`src/rtl/weight_sched_pkg.sv`:
```
// Shared types and default widths for the weight-load job scheduler.
package weight_sched_pkg;

  localparam int unsigned DEF_TILE_CNT_WIDTH = 8;
  localparam int unsigned DEF_TIMEOUT_WIDTH  = 16;

  typedef enum logic [3:0] {
    S_IDLE,
    S_CLR_FIFO,
    S_CLR_WS,
    S_LOAD,
    S_ISSUE,
    S_COMPUTE,
    S_NEXT,
    S_FINISH,
    S_ERR
  } sched_state_t;

endpackage

```
`src/rtl/tile_idx_counter.sv`:
```
// Nested (filter outer, channel inner) tile index counter for the weight-load scheduler.
module tile_idx_counter
  import weight_sched_pkg::*;
#(
  parameter int unsigned WIDTH = DEF_TILE_CNT_WIDTH
) (
  input  logic             CLK,
  input  logic             RESET,
  input  logic             clear,
  input  logic             advance,
  input  logic [WIDTH-1:0] num_filters,
  input  logic [WIDTH-1:0] num_channels,
  output logic [WIDTH-1:0] filter_idx,
  output logic [WIDTH-1:0] channel_idx,
  output logic             last
);

  logic chan_wrap;

  assign chan_wrap = (channel_idx == num_channels - WIDTH'(1));
  assign last      = chan_wrap && (filter_idx == num_filters - WIDTH'(1));

  // The final tile holds its indices so they remain visible after the job ends.
  always_ff @(posedge CLK or posedge RESET) begin
    if (RESET) begin
      filter_idx  <= '0;
      channel_idx <= '0;
    end else if (clear) begin
      filter_idx  <= '0;
      channel_idx <= '0;
    end else if (advance && !last) begin
      if (chan_wrap) begin
        channel_idx <= '0;
        filter_idx  <= filter_idx + WIDTH'(1);
      end else begin
        channel_idx <= channel_idx + WIDTH'(1);
      end
    end
  end

endmodule

```
`src/rtl/weight_load_sched.sv`:
```
// Job-level scheduler: clears the weight FIFO, then per tile clears/loads the
// weight store and hands it to the compute array until all tiles are done.
module weight_load_sched
  import weight_sched_pkg::*;
#(
  parameter int unsigned TILE_CNT_WIDTH = DEF_TILE_CNT_WIDTH,
  parameter int unsigned TIMEOUT_WIDTH  = DEF_TIMEOUT_WIDTH
) (
  input  logic                      CLK,
  input  logic                      RESET,
  input  logic                      START,
  input  logic [TILE_CNT_WIDTH-1:0] CFG_NUM_FILTERS,
  input  logic [TILE_CNT_WIDTH-1:0] CFG_NUM_CHANNELS,
  input  logic [TIMEOUT_WIDTH-1:0]  CFG_TIMEOUT,
  output logic                      BUSY,
  output logic                      DONE,
  output logic                      ERROR,
  output logic                      CLEAR_FIFO,
  output logic                      WS_CLEAR,
  output logic                      LOAD_WS,
  input  logic                      WS_FULL,
  output logic                      COMPUTE_VALID,
  input  logic                      COMPUTE_READY,
  input  logic                      COMPUTE_DONE,
  output logic [TILE_CNT_WIDTH-1:0] FILTER_IDX,
  output logic [TILE_CNT_WIDTH-1:0] CHANNEL_IDX
);

  sched_state_t state_q, state_d;

  logic [TILE_CNT_WIDTH-1:0] num_filters_q, num_channels_q;
  logic [TIMEOUT_WIDTH-1:0]  timeout_q, load_cnt;
  logic [TIMEOUT_WIDTH:0]    load_elapsed;
  logic                      error_q, start_acc, load_first, tile_last;

  assign start_acc  = (state_q == S_IDLE) && START;
  assign load_first = (load_cnt == '0);
  // Cycles spent in LOAD including the current one; the saturating counter never returns to 0.
  assign load_elapsed = {1'b0, load_cnt} + (TIMEOUT_WIDTH + 1)'(1);

  tile_idx_counter #(
    .WIDTH (TILE_CNT_WIDTH)
  ) u_tile_idx (
    .CLK          (CLK),
    .RESET        (RESET),
    .clear        (start_acc),
    .advance      (state_q == S_NEXT),
    .num_filters  (num_filters_q),
    .num_channels (num_channels_q),
    .filter_idx   (FILTER_IDX),
    .channel_idx  (CHANNEL_IDX),
    .last         (tile_last)
  );

  always_comb begin
    state_d = state_q;
    unique case (state_q)
      S_IDLE:     if (START) state_d = (CFG_NUM_FILTERS == '0 || CFG_NUM_CHANNELS == '0)
                                       ? S_FINISH : S_CLR_FIFO;
      S_CLR_FIFO: state_d = S_CLR_WS;
      S_CLR_WS:   state_d = S_LOAD;
      S_LOAD: begin
        if (!load_first && WS_FULL)
          state_d = S_ISSUE;
        else if (timeout_q != '0 && load_elapsed == {1'b0, timeout_q})
          state_d = S_ERR;
      end
      S_ISSUE:    if (COMPUTE_READY) state_d = S_COMPUTE;
      S_COMPUTE:  if (COMPUTE_DONE) state_d = S_NEXT;
      S_NEXT:     state_d = tile_last ? S_FINISH : S_CLR_WS;
      S_FINISH:   state_d = S_IDLE;
      S_ERR:      state_d = S_IDLE;
      default:    state_d = S_IDLE;
    endcase
  end

  always_ff @(posedge CLK or posedge RESET) begin
    if (RESET) begin
      state_q        <= S_IDLE;
      num_filters_q  <= '0;
      num_channels_q <= '0;
      timeout_q      <= '0;
      load_cnt       <= '0;
      error_q        <= 1'b0;
    end else begin
      state_q <= state_d;
      if (start_acc) begin
        num_filters_q  <= CFG_NUM_FILTERS;
        num_channels_q <= CFG_NUM_CHANNELS;
        timeout_q      <= CFG_TIMEOUT;
        error_q        <= 1'b0;
      end else if (state_q == S_ERR) begin
        error_q <= 1'b1;
      end
      if (state_q == S_CLR_WS)
        load_cnt <= '0;
      else if (state_q == S_LOAD && load_cnt != '1)
        load_cnt <= load_cnt + TIMEOUT_WIDTH'(1);
    end
  end

  assign BUSY          = (state_q != S_IDLE);
  assign DONE          = (state_q == S_FINISH);
  assign ERROR         = error_q;
  assign CLEAR_FIFO    = (state_q == S_CLR_FIFO);
  assign WS_CLEAR      = (state_q == S_CLR_WS);
  assign LOAD_WS       = (state_q == S_LOAD);
  assign COMPUTE_VALID = (state_q == S_ISSUE);

endmodule

```
`config.mk`:
```
export PLATFORM = sky130hd
export DESIGN_NAME = weight_load_sched
export DESIGN_NICKNAME = d
export VERILOG_FILES = /design/src/rtl/weight_sched_pkg.sv /design/src/rtl/tile_idx_counter.sv /design/src/rtl/weight_load_sched.sv
export SDC_FILE = /design/constraint.sdc
export NUM_CORES = 1
export LEC_CHECK = 0
export CAP_MARGIN = 10
export CORE_AREA = 2 2 88 90
export CTS_CLUSTER_SIZE = 16
export DETAILED_ROUTE_END_ITERATION = 8
export DIE_AREA = 0 0 90 92
export PLACE_DENSITY_LB_ADDON = 0.3
export SETUP_SLACK_MARGIN = 0.02
export SKIP_LAST_GASP = 1
export SLEW_MARGIN = 20
export SYNTH_ARGS = -nofsm -noshare
export SYNTH_HDL_FRONTEND = slang
export SYNTH_SLANG_ARGS = --single-unit
```
`constraint.sdc`:
```
create_clock -name CLK -period 5.7 [get_ports CLK]
set_input_delay 1.14 -clock CLK [delete_from_list [all_inputs] [get_ports CLK]]
set_output_delay 1.14 -clock CLK [all_outputs]
set_load 0.05 [all_outputs]
```
==> results of run 1 <==
-- layout by cell type, fill, tap and decap left out, types with 6 or more instances in the layout --
| master | n |
|---|---|
| a21oi_1 | 11 |
| and3_1 | 8 |
| clkbuf_8 | 9 |
| clkdlybuf4s50_1 | 60 |
| dfrtp_1 | 69 |
| ha_1 | 6 |
| inv_1 | 13 |
| nand2_1 | 120 |
| nand3_1 | 24 |
| nand4_1 | 16 |
| nor2_1 | 36 |
| nor3_1 | 15 |
| nor4_1 | 13 |
| o21ai_0 | 33 |
| o41ai_1 | 7 |
| xnor2_1 | 29 |
| xor2_1 | 27 |
-- per-stage QoR --
stage | cell area (um2) | power, mW | std cells | setup WS [ns] | util
6_report | 5180 | 2.36 | 678 | 2.08 | 0.695
5_1_grt | 5180 | 2.52 | 678 | 1.98 | 0.695
4_1_cts | 5180 | 2.35 | 678 | 2.09 | 0.695
3_5_place_dp | 4950 | 1.88 | 662 | 2.48 | 0.665
3_3_place_gp | 4950 | 1.84 | 662 | 2.53 | 0.665
2_1_floorplan | 4320 | 1.59 | 524 | 2.52 | -
-- where the power goes --
group	switching, mW	internal [mW]
clock network	0.203	0.248
registers	0.208	0.627
logic	0.634	0.437
total	1.04	1.31
-- sequential cells by signal, indices dropped and copies added, names as in the netlist --
name and count:
num_filters_q 8, timeout_q 16, state_q 4, ERROR 1
u_tile_idx.filter_idx 8, num_channels_q 8, u_tile_idx.channel_idx 8, load_cnt 16
-- layout make-up --
type,instances,area (um2)
clock buffers,9,124
clock inverters,7,98.8
fillers,613,2270
inverters,14,52.6
multi-input cells,414,2420
flip-flops and latches,69,1730
well taps,102,128
repair buffers,63,623
-- worst max-delay path by stage --
| stage | startpoint | end |
|---|---|---|
| 4_1_cts | state_q[0] | WS_CLEAR |
| 3_5_place_dp | state_q[0] | WS_CLEAR |
| 3_3_place_gp | state_q[0] | WS_CLEAR |
| 6_report | state_q[0] | WS_CLEAR |
| 5_1_grt | state_q[0] | WS_CLEAR |
| 2_1_floorplan | state_q[2] | COMPUTE_VALID |
-- routing by layer --
metal,wire [um],vias to the layer above,global-route usage
met4,261,0,0.123
met5,0,-,0
met2,5340,135,0.477
met3,533,27,0.0386
met1,4670,1988,0.335
li1,-,1925,-
-- logic make-up after synthesis --
| group | after synthesis | synth area share |
|---|---|---|
| AOI/OAI and AO/OA | 83 | 0.124 |
| xor gates and xnor gates | 57 | 0.117 |
| adders and majority gates | 6 | 0.0174 |
| buffers and inverters | 41 | 0.0394 |
| DFF | 69 | 0.400 |
| muxes | 6 | 0.0145 |
| and+or+nand+nor | 262 | 0.288 |
-- worst max-delay path, cell delays in order, from the launching register on --
cell and delay (ns):
dfrtp_1 0.50, nor2_1 0.28, nand3_1 0.32, inv_1 0.21, clkdlybuf4s50_1 0.82
==> flow_summary.ini, run 1 <==
[min_path]
hold_depth = 2
hold_path.class = flip-flop to flip-flop
hp-start = num_filters_q[7]
min_to = num_filters_q[7]

[sta]
rsz0062_at_grt = false
period_share = 0.634
setup_viol = 0
max_clock_freq_mhz = 277
drv_slew = 0
fin_skew_ns = 0.00698
finalHoldViolCount = 0
finalWorstPathRequiredPeriod_ns = 3.62
whs_ns = 0.510
finalSetupTns_ns = 0
maxSlewHeadroom = 0.295
tightest_slew_ns = 1.06

[floorplanning]
die_h_um = 92
ios = 61
start_util = 0.580
dieArea_um2 = 8280
rows = 32
die_x_um = 90
core_um2 = 7450

[worst_setup_path]
r2r_cells = 10
critPathArrivalTime_ns = 2.48
crit_type = flip-flop to output pin
r2r_slack_ns = 2.49
cp-end-kind = output pin
r2r-end = u_tile_idx.channel_idx[2]
cp-start-kind = flip-flop
r2r-start = num_filters_q[0]
required_ns = 4.56
cp_max_fo = 11

[clocking]
cts_buffer_depth = 2
cts_buffers = 9
cts_resized = 0
htree_levels = 3
clock_sinks = 69
root_buffer = clkbuf_8
clk_latency_ns = 0.35
cts_tree = yes
ctsHoldBuffers = 0
post-cts-setup-buffers = 0
clkSlewWorstSetupHoldPaths_ns = 0.08

[grt]
grt_pass1_vias = 3986
track_usage = 0.272
grt_pass1_wl_mm = 18.3
grt_overflow = 0
grt_max_degree = 66
antenna_found_initial = 0

[synth]
synthCells = 524
synth_edf_count = 0
synth_flop_cell = dfrtp_1
synth_area_leader_cell = dfrtp_1
yosysSeqAreaShare = 0.400
synth_top_area_frac = 0.400
synth_seq_cells = 69
yosysUniqueCellTypes = 55
synth.top_cells.by_area = dfrtp_1 40%, nand2_1 10%, xnor2_1 5.9%
yosys-top-cells-count = 120 x nand2_1, 69 x dfrtp_1, 36 x nor2_1
synth_area_per_cell_um2 = 8.25
synth_fp_nets = 568
synth_most_common_cell = nand2_1
synthesis.area_um2 = 4320
yosys_warnings = 0
postSynth.asyncResetShare = 1.00

[routing]
first_pass_iters = 7
vias = 4075
wl_mm = 10.8
wire_per_inst_um = 15.9
via_per_inst = 6.01
drt_iter0_drc = 301
drcViolationCount = 0
antenna_left = 0

[run]
drv_cap = 0

[pwr]
p_leak_nw = 2.22
ir_drop_mv = 0.281
cellPowerDensity_nw_per_um2 = 455

[place]
port_buffers = 60
post-dp-hpwl_mm = 7.56
gp_congestion = 0.934

[final_layout]
fin_nets = 615
drive_gt1_frac = 0.0677
area_growth_pct = 19.8
antenna_cells = 0

[outcome]
status = completed
Power figures use the tool's default switching activity.
==> inputs of run 2 (changes only) <==
--- a/config.mk
+++ b/config.mk
@@ -6,10 +6,10 @@
 export NUM_CORES = 1
 export LEC_CHECK = 0
 export CAP_MARGIN = 10
-export CORE_AREA = 2 2 88 90
+export CORE_AREA = 2 2 92 94
 export CTS_CLUSTER_SIZE = 16
 export DETAILED_ROUTE_END_ITERATION = 8
-export DIE_AREA = 0 0 90 92
+export DIE_AREA = 0 0 94 96
 export PLACE_DENSITY_LB_ADDON = 0.3
 export SETUP_SLACK_MARGIN = 0.02
 export SKIP_LAST_GASP = 1
==> constraint.sdc (replaced) <==
create_clock -name CLK -period 3.5 [get_ports CLK]
set_input_delay 0.7 -clock CLK [delete_from_list [all_inputs] [get_ports CLK]]
set_output_delay 0.7 -clock CLK [all_outputs]
set_load 0.05 [all_outputs]
==> flow_summary.ini, run 2 (synthesis results as in run 1) <==
[sta]
finalHoldViolCount = 0
finalWorstPathRequiredPeriod_ns = 3.08
tightest_slew_ns = 0.774
fin_skew_ns = 0.00735
finalSetupTns_ns = 0
maxSlewHeadroom = 0.484
period_share = 0.880
setup_viol = 0
rsz0062_at_grt = false
drv_slew = 0
max_clock_freq_mhz = 325

[grt]
grt_pass1_vias = 3823
track_usage = 0.256
grt_max_degree = 37
antenna_found_initial = 0
grt_overflow = 0
grt_pass1_wl_mm = 18.2

[routing]
wire_per_inst_um = 15.8
wl_mm = 10.8
antenna_left = 0
drcViolationCount = 0
via_per_inst = 5.79
vias = 3957
drt_iter0_drc = 247
first_pass_iters = 7

[floorplanning]
ios = 61
start_util = 0.537
core_um2 = 8050
die_x_um = 94
rows = 33
die_h_um = 96
dieArea_um2 = 9020

[place]
gp_congestion = 0.921
place_area_um2 = 4990
port_buffers = 60
post-dp-hpwl_mm = 7.86

[final_layout]
antenna_cells = 0
n_fill_cell = 715
mostFrequentLayoutCell = nand2_1
area_growth_pct = 20.0
ff_latch_area_um2 = 1730
largestRegisters = load_cnt: 16 flops, timeout_q: 16 flops
drive_gt1_frac = 0.0691
layout_common_cells = 120 x nand2_1, 69 x dfrtp_1, 60 x clkdlybuf4s50_1
fin_nets = 618
postLayoutCellArea_um2 = 5180
multi_input_area_um2 = 2420

[worst_setup_path]
crit_type = flip-flop to output pin
critPathLaunch = state_q[0]
cp_cell_sequence = or2b_2 > nor3_1 > clkdlybuf4s50_1
cp-start-kind = flip-flop
cp-end-kind = output pin
cpMaxStageDelayCell = clkdlybuf4s50_1
cp_max_fo = 11
r2r-start = num_filters_q[0]
cp_num_cells = 3
r2r_cells = 10
cp_slowest_stage_delay_ns = 0.88
critPathCapture = COMPUTE_VALID
worstPathBufferInverterCount = 1
r2r-end = u_tile_idx.channel_idx[2]
r2r_slack_ns = 0.50
required_ns = 2.80
cp_top_family = buffers and inverters
critPathArrivalTime_ns = 2.38

[clocking]
cts_tree = yes
post-cts-setup-buffers = 0
root_buffer = clkbuf_8
clock_sinks = 69
clk_latency_ns = 0.34
ctsHoldBuffers = 0
cts_resized = 0
htree_levels = 3
clkSlewWorstSetupHoldPaths_ns = 0.08
cts_buffer_depth = 2
cts_buffers = 9

[min_path]
hold_depth = 2
hold_path.class = flip-flop to flip-flop

[pwr]
cellPowerDensity_nw_per_um2 = 727
totalPowerFinal_mw = 3.77
p_leak_nw = 2.22
ir_drop_mv = 0.681

[outcome]
status = completed

[run]
drv_cap = 0
[run 2: metal layers]
layer  up-vias  global-route usage  share of wire
met5         -                   0              0
met4         0              0.0845          0.014
met3        17              0.0431          0.052
met2       153               0.439           0.50
met1      1867               0.333           0.43
li1       1920                   -              -
[run 2: worst min path at each step]
stage | to | slack, ns | startpoint
3_3_place_gp | num_filters_q[7] | 0.48 | num_filters_q[7]
2_1_floorplan | num_channels_q[6] | 0.46 | num_channels_q[6]
3_5_place_dp | num_filters_q[7] | 0.49 | num_filters_q[7]
5_1_grt | num_channels_q[7] | 0.53 | num_channels_q[7]
6_report | num_filters_q[7] | 0.50 | num_filters_q[7]
4_1_cts | num_filters_q[7] | 0.51 | num_filters_q[7]
[run 2: power by group]
group / total, mW / internal [mW] / switching [mW]
registers: 1.36 / 1.02 / 0.337
logic: 1.76 / 0.733 / 1.02
clock network: 0.653 / 0.347 / 0.306
total: 3.77 / 2.10 / 1.67
[run 2: area by class of cell]
cell class	instances	area share
multi-input combinational	414	0.467
sequential	69	0.333
timing repair buffer	66	0.127
clock buffer	12	0.0280
tap	105	0.0253
inverter	14	0.0101
clock inverter	4	0.00917
[run 2: per-stage QoR]
step	instances	worst slack [ns]	hold WS, ns	utilization
after global routing	684	0.174	0.532	0.644
after detailed placement	668	0.565	0.488	0.620
after global placement	668	0.651	0.482	0.620
final	684	0.421	0.500	0.644
after CTS	684	0.413	0.505	0.644
after floorplan	524	0.762	0.462	-
[run 2: worst min-delay path, cell delays in order (launching register included)]
cell     delay (ns)
dfrtp_1        0.36
nand2_1        0.05
nand2_1        0.06
